$ cat config.mk
export PLATFORM = sky130hd
export DESIGN_NAME = if_fetch_queue
export DESIGN_NICKNAME = d
export VERILOG_FILES = /design/src/rtl/if_fetch_queue.sv
export SDC_FILE = /design/constraint.sdc
export NUM_CORES = 1
export LEC_CHECK = 0
export ABC_AREA = 1
export CORE_MARGIN = 2
export CORE_UTILIZATION = 50
export CTS_CLUSTER_DIAMETER = 60
export DETAILED_ROUTE_END_ITERATION = 8
export PLACE_DENSITY = 0.76
export SYNTH_ARGS = -nofsm -noshare
export SYNTH_HDL_FRONTEND = slang
export SYNTH_SLANG_ARGS = --single-unit
$ cat constraint.sdc
create_clock -name clk -period 4.3 [get_ports clk]
set_input_delay 0.645 -clock clk [delete_from_list [all_inputs] [get_ports clk]]
set_output_delay 0.645 -clock clk [all_outputs]
set_load 0.02 [all_outputs]
$ cat src/rtl/if_fetch_queue.sv
// Instruction fetch front end: in-order bus requests, redirect handling with
// response discard, and a FQ_DEPTH-entry fetch queue presented to decode.
module if_fetch_queue #(
  parameter int unsigned     XLEN     = 32,
  parameter int unsigned     FQ_DEPTH = 4,
  parameter logic [XLEN-1:0] RESET_PC = '0
) (
  input  logic            clk,
  input  logic            rst,
  input  logic            if_valid,
  input  logic            wb_exp_int_flag,
  input  logic [XLEN-1:0] meh_addr,
  input  logic            id_is_mret_inst,
  input  logic [XLEN-1:0] mret_addr,
  input  logic            bj_flag,
  input  logic [XLEN-1:0] bj_addr,
  input  logic            pipe_stall,
  output logic            ibus_req,
  output logic [XLEN-1:0] ibus_addr,
  input  logic            ibus_gnt,
  input  logic            ibus_rvalid,
  input  logic [XLEN-1:0] ibus_rdata,
  input  logic            ibus_err,
  output logic            if_inst_valid,
  output logic [XLEN-1:0] if_pc,
  output logic [XLEN-1:0] if_inst,
  output logic            if_inst_addr_misal,
  output logic            if_bus_err
);

  localparam int unsigned PTR_W = (FQ_DEPTH > 1) ? $clog2(FQ_DEPTH) : 1;
  localparam int unsigned CNT_W = $clog2(FQ_DEPTH + 1);
  localparam int unsigned SUM_W = CNT_W + 1;

  typedef struct packed {
    logic [XLEN-1:0] pc;
    logic [XLEN-1:0] inst;
    logic            misal;
    logic            err;
  } fq_entry_t;

  typedef enum logic {
    RUN  = 1'b0,
    HALT = 1'b1
  } fetch_state_e;

  fetch_state_e    state_q, state_d;
  logic [XLEN-1:0] pc_q, pc_d;

  fq_entry_t       fq_mem [FQ_DEPTH];
  logic [PTR_W-1:0] fq_wr_q, fq_rd_q;
  logic [CNT_W-1:0] fq_cnt_q;

  // PCs of granted, not-yet-returned, non-discarded requests in issue order
  logic [XLEN-1:0]  trk_mem [FQ_DEPTH];
  logic [PTR_W-1:0] trk_wr_q, trk_rd_q;

  logic [CNT_W-1:0] osd_cnt_q, osd_cnt_d;
  logic [CNT_W-1:0] dis_cnt_q, dis_cnt_d;

  logic            redirect;
  logic [XLEN-1:0] redirect_addr;
  logic            pc_aligned;
  logic            has_room;
  logic            fq_full;
  logic            grant;
  logic            rsp_any;
  logic            rsp_keep;
  logic            rsp_drop;
  logic            misal_push;
  logic            push;
  logic            pop;
  fq_entry_t       push_entry;

  // Request, queue-control and next-state decode
  always_comb begin
    state_d       = state_q;
    pc_d          = pc_q;
    osd_cnt_d     = osd_cnt_q;
    dis_cnt_d     = dis_cnt_q;
    redirect      = wb_exp_int_flag | id_is_mret_inst | bj_flag;
    redirect_addr = bj_addr;
    push_entry    = '0;
    push          = 1'b0;

    if (wb_exp_int_flag) begin
      redirect_addr = meh_addr;
    end else if (id_is_mret_inst) begin
      redirect_addr = mret_addr;
    end

    pc_aligned = (pc_q[1:0] == 2'b00);
    fq_full    = (fq_cnt_q == CNT_W'(FQ_DEPTH));
    has_room   = (({1'b0, fq_cnt_q} + {1'b0, osd_cnt_q}) < SUM_W'(FQ_DEPTH));
    ibus_req   = !rst && (state_q == RUN) && if_valid && pc_aligned && has_room;
    ibus_addr  = pc_q;
    grant      = ibus_req && ibus_gnt;

    rsp_any  = ibus_rvalid && (osd_cnt_q != '0);
    rsp_keep = rsp_any && (dis_cnt_q == '0);
    rsp_drop = rsp_any && (dis_cnt_q != '0);

    // A misaligned PC only becomes an entry once nothing older can still land
    misal_push = !rst && (state_q == RUN) && if_valid && !pc_aligned && !fq_full &&
                 (osd_cnt_q == dis_cnt_q) && !rsp_keep && !redirect;

    if (rsp_keep && !fq_full) begin
      push       = !redirect;
      push_entry = '{pc: trk_mem[trk_rd_q], inst: ibus_rdata, misal: 1'b0, err: ibus_err};
    end else if (misal_push) begin
      push       = 1'b1;
      push_entry = '{pc: pc_q, inst: '0, misal: 1'b1, err: 1'b0};
    end

    pop = (fq_cnt_q != '0) && !pipe_stall && !redirect;

    osd_cnt_d = osd_cnt_q + CNT_W'(grant) - CNT_W'(rsp_any);

    if (redirect) begin
      state_d   = RUN;
      pc_d      = redirect_addr;
      dis_cnt_d = osd_cnt_d;
    end else begin
      if (grant) begin
        pc_d = pc_q + XLEN'(4);
      end
      if (misal_push || (rsp_keep && ibus_err)) begin
        state_d = HALT;
      end
      if (rsp_drop) begin
        dis_cnt_d = dis_cnt_q - CNT_W'(1);
      end
    end
  end

  // State, counters, request tracker and fetch queue storage
  always_ff @(posedge clk) begin
    if (rst) begin
      state_q   <= RUN;
      pc_q      <= RESET_PC;
      osd_cnt_q <= '0;
      dis_cnt_q <= '0;
      fq_wr_q   <= '0;
      fq_rd_q   <= '0;
      fq_cnt_q  <= '0;
      trk_wr_q  <= '0;
      trk_rd_q  <= '0;
      fq_mem    <= '{default: '0};
    end else begin
      state_q   <= state_d;
      pc_q      <= pc_d;
      osd_cnt_q <= osd_cnt_d;
      dis_cnt_q <= dis_cnt_d;
      if (redirect) begin
        fq_wr_q  <= '0;
        fq_rd_q  <= '0;
        fq_cnt_q <= '0;
        trk_wr_q <= '0;
        trk_rd_q <= '0;
      end else begin
        if (push) begin
          fq_mem[fq_wr_q] <= push_entry;
          fq_wr_q         <= fq_wr_q + PTR_W'(1);
        end
        if (pop) begin
          fq_rd_q <= fq_rd_q + PTR_W'(1);
        end
        fq_cnt_q <= fq_cnt_q + CNT_W'(push) - CNT_W'(pop);
        if (grant) begin
          trk_mem[trk_wr_q] <= pc_q;
          trk_wr_q          <= trk_wr_q + PTR_W'(1);
        end
        if (rsp_keep) begin
          trk_rd_q <= trk_rd_q + PTR_W'(1);
        end
      end
    end
  end

  // Queue head presented to decode
  assign if_inst_valid      = (fq_cnt_q != '0);
  assign if_pc              = fq_mem[fq_rd_q].pc;
  assign if_inst            = fq_mem[fq_rd_q].inst;
  assign if_inst_addr_misal = fq_mem[fq_rd_q].misal;
  assign if_bus_err         = fq_mem[fq_rd_q].err;

endmodule

After elaboration in Yosys (flattened, before gate mapping)
Memories as Yosys holds them, arrays and structs flattened. A register that Yosys moved wholly into a read port is not among the register bits.
Cells that the tools add are included.
{ "op_classes": {"mux": 22, "magnitude_cmp": 4, "bitwise": 6, "n_reduce_logical": 34, "addsub": 11, "eq_ne": 2} }
{ "ops": {"columns": ["cell", "n"], "rows": [
  ["$mux W66", 5],
  ["$bwmux W264", 1],
  ["$bmux W66 S2", 1],
  ["$demux W66 S2", 1],
  ["$mux W32", 4],
  ["$add A32 B3 Y32 const B", 1],
  ["$logic_and A1 B1 Y1", 18],
  ["$reduce_bool A3 Y1", 3],
  ["$add A2 B1 Y2 const B", 4],
  ["$add A3 B1 Y3", 2],
  ["$ge A3 B3 Y1 const B", 2],
  ["$logic_not A1 Y1", 6],
  ["$mux W1", 6],
  ["$mux W3", 2],
  ["$not A2 Y3", 2],
  ["$sub A3 B1 Y3", 2],
  ["$add A3 B3 Y4", 1],
  ["$lt A4 B3 Y1 const B", 1],
  ["$mux W2", 2],
  ["$reduce_bool A2 Y1", 2],
  ["$eq A3 B3 Y1", 1],
  ["$eq A3 B3 Y1 const B", 1],
  ["$logic_not A3 Y1", 1],
  ["$lt A3 B1 Y1 const B", 1],
  ["7 further kinds", 9]
]} }
{ "word_totals": {"reg_bits": 314, "n_memories": 1, "elab_cells": 105, "output_inout_bits": 100, "ramBits": 128, "inputBits": 138} }
{ "memory_table": {"columns": ["memory", "words", "word_bits", "rd", "rd_ports_with_merged_regs", "wr", "line", "source"], "rows": [
  ["trk_mem", 4, 32, 1, 1, 1, "55", "logic [XLEN-1:0] trk_mem [FQ_DEPTH];"]
]} }

Depth between registers and ports, before layout
{ "logic_depth": {"ltp_word": 12, "ltp_mapped": 18, "ltp_nobuf": 17} }

Worst setup path after synthesis
Ideal clock, no wire load.
{ "synth_path": {"kind": "input port to flip-flop", "from": "input rst", "to": "memory trk_mem[0][0] (enable)", "cell_stages": 9, "setup_slack_ns": 0.739, "n_path_buf": 0, "arrival_time_ns": 3.140, "required_time_ns": 3.879, "cell_sequence": "inv_1 > nand3_1 > nor2_1 > inv_1 > nor2_1 > nand2_1 > inv_1 > nand2_1 > nor2_1"} }
{ "synth_via": {"elab_chain_len": 10} }
{ "synth_lines": {"columns": ["element", "line", "source"], "rows": [
  ["start: declaration", "9", "input logic rst,"],
  ["$logic_not A1 Y1", "95", "ibus_req = !rst && (state_q == RUN) && if_valid && pc_aligned && has_room;"],
  ["$logic_and A1 B1 Y1 (4 in series)", "95", null],
  ["net ibus_req", "18", "output logic ibus_req,"],
  ["$logic_and A1 B1 Y1", "97", "grant = ibus_req && ibus_gnt;"],
  ["$mux W1", "169", "if (grant) begin"],
  ["$mux W1", "154", "if (redirect) begin"],
  ["$mux W1", "138", "if (rst) begin"],
  ["$mux W1 (not written as such)", "170", "trk_mem[trk_wr_q] <= pc_q;"],
  ["end: declaration", "55", null]
]} }
The timed path passes the listed nets, and every way through them passes these cells.

Final worst setup path
{ "layout_path": {"from": "register fq_rd_q[0]", "to": "output if_inst[11]"} }
{ "layout_via": {"elab_chain_len": 4} }
{ "layout_lines": {"columns": ["element", "line", "source"], "rows": [
  ["start: declaration", "51", "logic [PTR_W-1:0] fq_wr_q, fq_rd_q;"],
  ["start signal: assignment", "166", "fq_rd_q <= fq_rd_q + PTR_W'(1);"],
  ["$not A2 Y3 (not written as such)", "183", "assign if_inst = fq_mem[fq_rd_q].inst;"],
  ["$bmux W66 S2", "183", null],
  ["$mux W66 (2 in series)", null, null],
  ["end: declaration", "26", "output logic [XLEN-1:0] if_inst,"]
]} }
No other way between the ends. The select of a mux whose other input is x is not followed.

==> impl_metrics.ini <==
[route]
antenna_left = 0
finalWirelength_um = 60700
drc = 0
first_pass_iters = 5
drt_iter0_drc = 2215
vias_per_cell = 5.42
via_count = 20524
routedWlPerCell_um = 16.0

[floorplan]
die_area_sq_mm = 0.0452
rows = 76
core_sq_mm = 0.0430
initial_core_util = 0.506
ioPinCount = 238
die_w_um = 213
die_h_um = 213

[sta]
hold_viol = 0
rsz0062_at_grt = no
fmax_mhz = 255
min_period_over_period = 0.911
fin_skew_ps = 13.2
fin_hold_ws_ps = 474
finalSetupTns_ps = 0
finalMaxSlewViolations = 0
worst_slew_pin_slew_ps = 1200
relSlewSlack = 0.202
finalWorstPathRequiredPeriod_ps = 3920
finalSetupViolCount = 0

[logic_synthesis]
synth_seq_cells = 444
syn-num-nets = 3223
yosysUniqueCellTypes = 40
synth.avg_cell_area_sq_um = 7.10
synth_area_sq_mm = 0.0218
ys_warn_count = 0
yosysSeqAreaShare = 0.467
syn_inst = 3066

[critical_path]
startpoint_type = register
required_ps = 3650
path_max_fanout = 107
end_kind = output port
worst-endpoint-arrival_ps = 3270
crit_type = reg2out

[place]
port_buffers = 237
gp_congestion = 0.910
dp_hpwl_um = 37100
place_area_sq_mm = 0.0241

[grt]
grt_pass1_vias = 18932
grt_usage = 0.263
antenna_found_initial = 0
grt_max_degree = 257
overflow = 0
use_met2 = 0.429
grt.busiest_layer = met2
grt_use_met1 = 0.345
use_met3 = 0.0421
grt_pass1_wl_um = 95500

[clock_network]
cts_setup_buffers = 0
cts.path.max_buffers = 3
cts_tree = yes
cts-hold-fix-buffers = 0
clk_latency_ps = 580
h-tree-depth = 2
cts_made_buffers = 48
cts_root_buf = clkbuf_16
clkTransAtPathRegs_ps = 60
cts.sinks = 444
cts-resized-gates = 0

[layout]
fin_area_sq_mm = 0.0257
final_core_util = 0.599
syn_to_final_growth_pct = 18.2
antenna_cells = 0
nets = 3324
final_layout_size_suffix_gt1_frac = 0.0409
n_fill_cell = 3853

[flow_run]
max_cap_viol_count = 0

[worst_hold_path]
hold_path.class = reg2reg

[pwr]
powerDensity_mw_per_mm2 = 401
max-vdd-ir-drop_mv = 0.260
p_leak_nw = 10.6

[status]
status = completed
==> state kept, by name, summed over array words and instances (netlist names), named ones only <==
register,flops
trk_mem,128
dis_cnt_q,3
fq_rd_q,2
ibus_addr,32
fq_mem,264
osd_cnt_q,3
trk_wr_q,2
fq_wr_q,2
state_q,1
trk_rd_q,2
fq_cnt_q,3
==> power by group <==
part | leakage (nW) | internal (W) | total [W] | switching (W)
Clock | 0.793 | 0.00259 | 0.00428 | 0.00169
Sequential | 3.74 | 0.00441 | 0.00455 | 0.000143
Combinational | 6.06 | 0.000532 | 0.00149 | 0.000957
Total | 10.6 | 0.00753 | 0.0103 | 0.00279
==> Yosys cell counts <==
cell type / n / area [sq um]
edfxtp_1: 128 / 3840
o21ai_1: 25 / 125
xor2_1: 4 / 35.0
dfxtp_1: 316 / 6330
a31oi_1: 6 / 37.5
buf_1: 19 / 71.3
nand3_2: 1 / 10.0
a21oi_1: 307 / 1540
o31ai_1: 1 / 7.51
nand3_1: 173 / 866
nand2_8: 1 / 20.0
buf_6: 26 / 293
buf_8: 1 / 15.0
buf_4: 2 / 15.0
inv_1: 207 / 777
nand2_4: 4 / 45.0
o21a_1: 1 / 7.51
o21bai_1: 1 / 7.51
ha_1: 17 / 213
buf_2: 42 / 210
o21ai_0: 243 / 1220
a22oi_1: 1 / 7.51
a21boi_0: 1 / 7.51
nand2_2: 1 / 6.26
fa_1: 2 / 40.0
clkbuf_2: 2 / 10.0
nor3_1: 4 / 20.0
nand4_1: 1 / 6.26
nor2_2: 2 / 12.5
o22ai_1: 70 / 438
xnor2_1: 3 / 26.3
inv_2: 5 / 18.8
mux2i_1: 3 / 30.0
nand3b_1: 1 / 7.51
nand2_1: 676 / 2540
clkbuf_1: 125 / 469
nor2_1: 637 / 2390
nand3_4: 1 / 17.5
o211ai_1: 5 / 37.5
or2_2: 1 / 6.26
==> logic make-up after synthesis <==
group	count (synthesis)	share of synthesized area
and+or+nand+nor	1503	0.273
buffers and inverters	429	0.0863
muxes	3	0.00138
adders and majority gates	19	0.0116
AOI/OAI and AO/OA	661	0.157
DFF	444	0.467
xor gates and xnor gates	7	0.00282
==> metal layers <==
layer  routed length, um  vias to the layer above
met2               28000                      839
met5                   0                        -
met3                4810                      126
met1               25700                     9425
li1                    -                    10134
met4                2140                        0
==> cells in the final DEF, fill, tap and decap left out, drive strengths merged, types with 4 or more instances in the layout <==
cell	n
o21ai	268
clkdlybuf4s50	237
nand3	175
a21oi	307
nor2	639
o211ai	5
buf	31
a31oi	6
xor2	4
nor3	4
edfxtp	128
dfxtp	316
clkbuf	74
nand2	682
inv	215
ha	17
bufinv	5
o22ai	70
==> path summary, 6_finish.rpt <==
kind	start	endpoint	slack, ps	depth (start not counted)
worst max-delay path	fq_rd_q[0]	if_inst[11]	380	5
worst min-delay path	fq_mem[85]	fq_mem[85]	470	2
worst max register to register	dis_cnt_q[0]	fq_cnt_q[2]	1190	16
worst min register to register	fq_mem[85]	fq_mem[85]	470	2
==> stage by stage <==
stage	std cells	total power [W]	setup slack, ps
floorplan	3066	0.00553	739
global placement	3702	0.00608	688
detailed placement	3702	0.00611	625
CTS	3789	0.0104	352
global route	3789	0.0107	167
finish	3789	0.0103	385
==> final cells by class <==
cell class	instances	area, sq um	share of cell area
Clock buffer	74	1430	0.0556
Multi-Input combinational cell	2193	9750	0.379
Sequential cell	444	10200	0.396
Inverter	212	806	0.0313
Tap cell	585	732	0.0285
Clock inverter	13	206	0.00803
Timing Repair Buffer	268	2630	0.102
==> critical path: stages (launching register included) <==
cell             delay, ps
dfxtp_4                410
inv_4                  760
buf_4                  440
o21ai_0                120
o22ai_1                230
clkdlybuf4s50_1        660
Power figures use the tool's default switching activity.
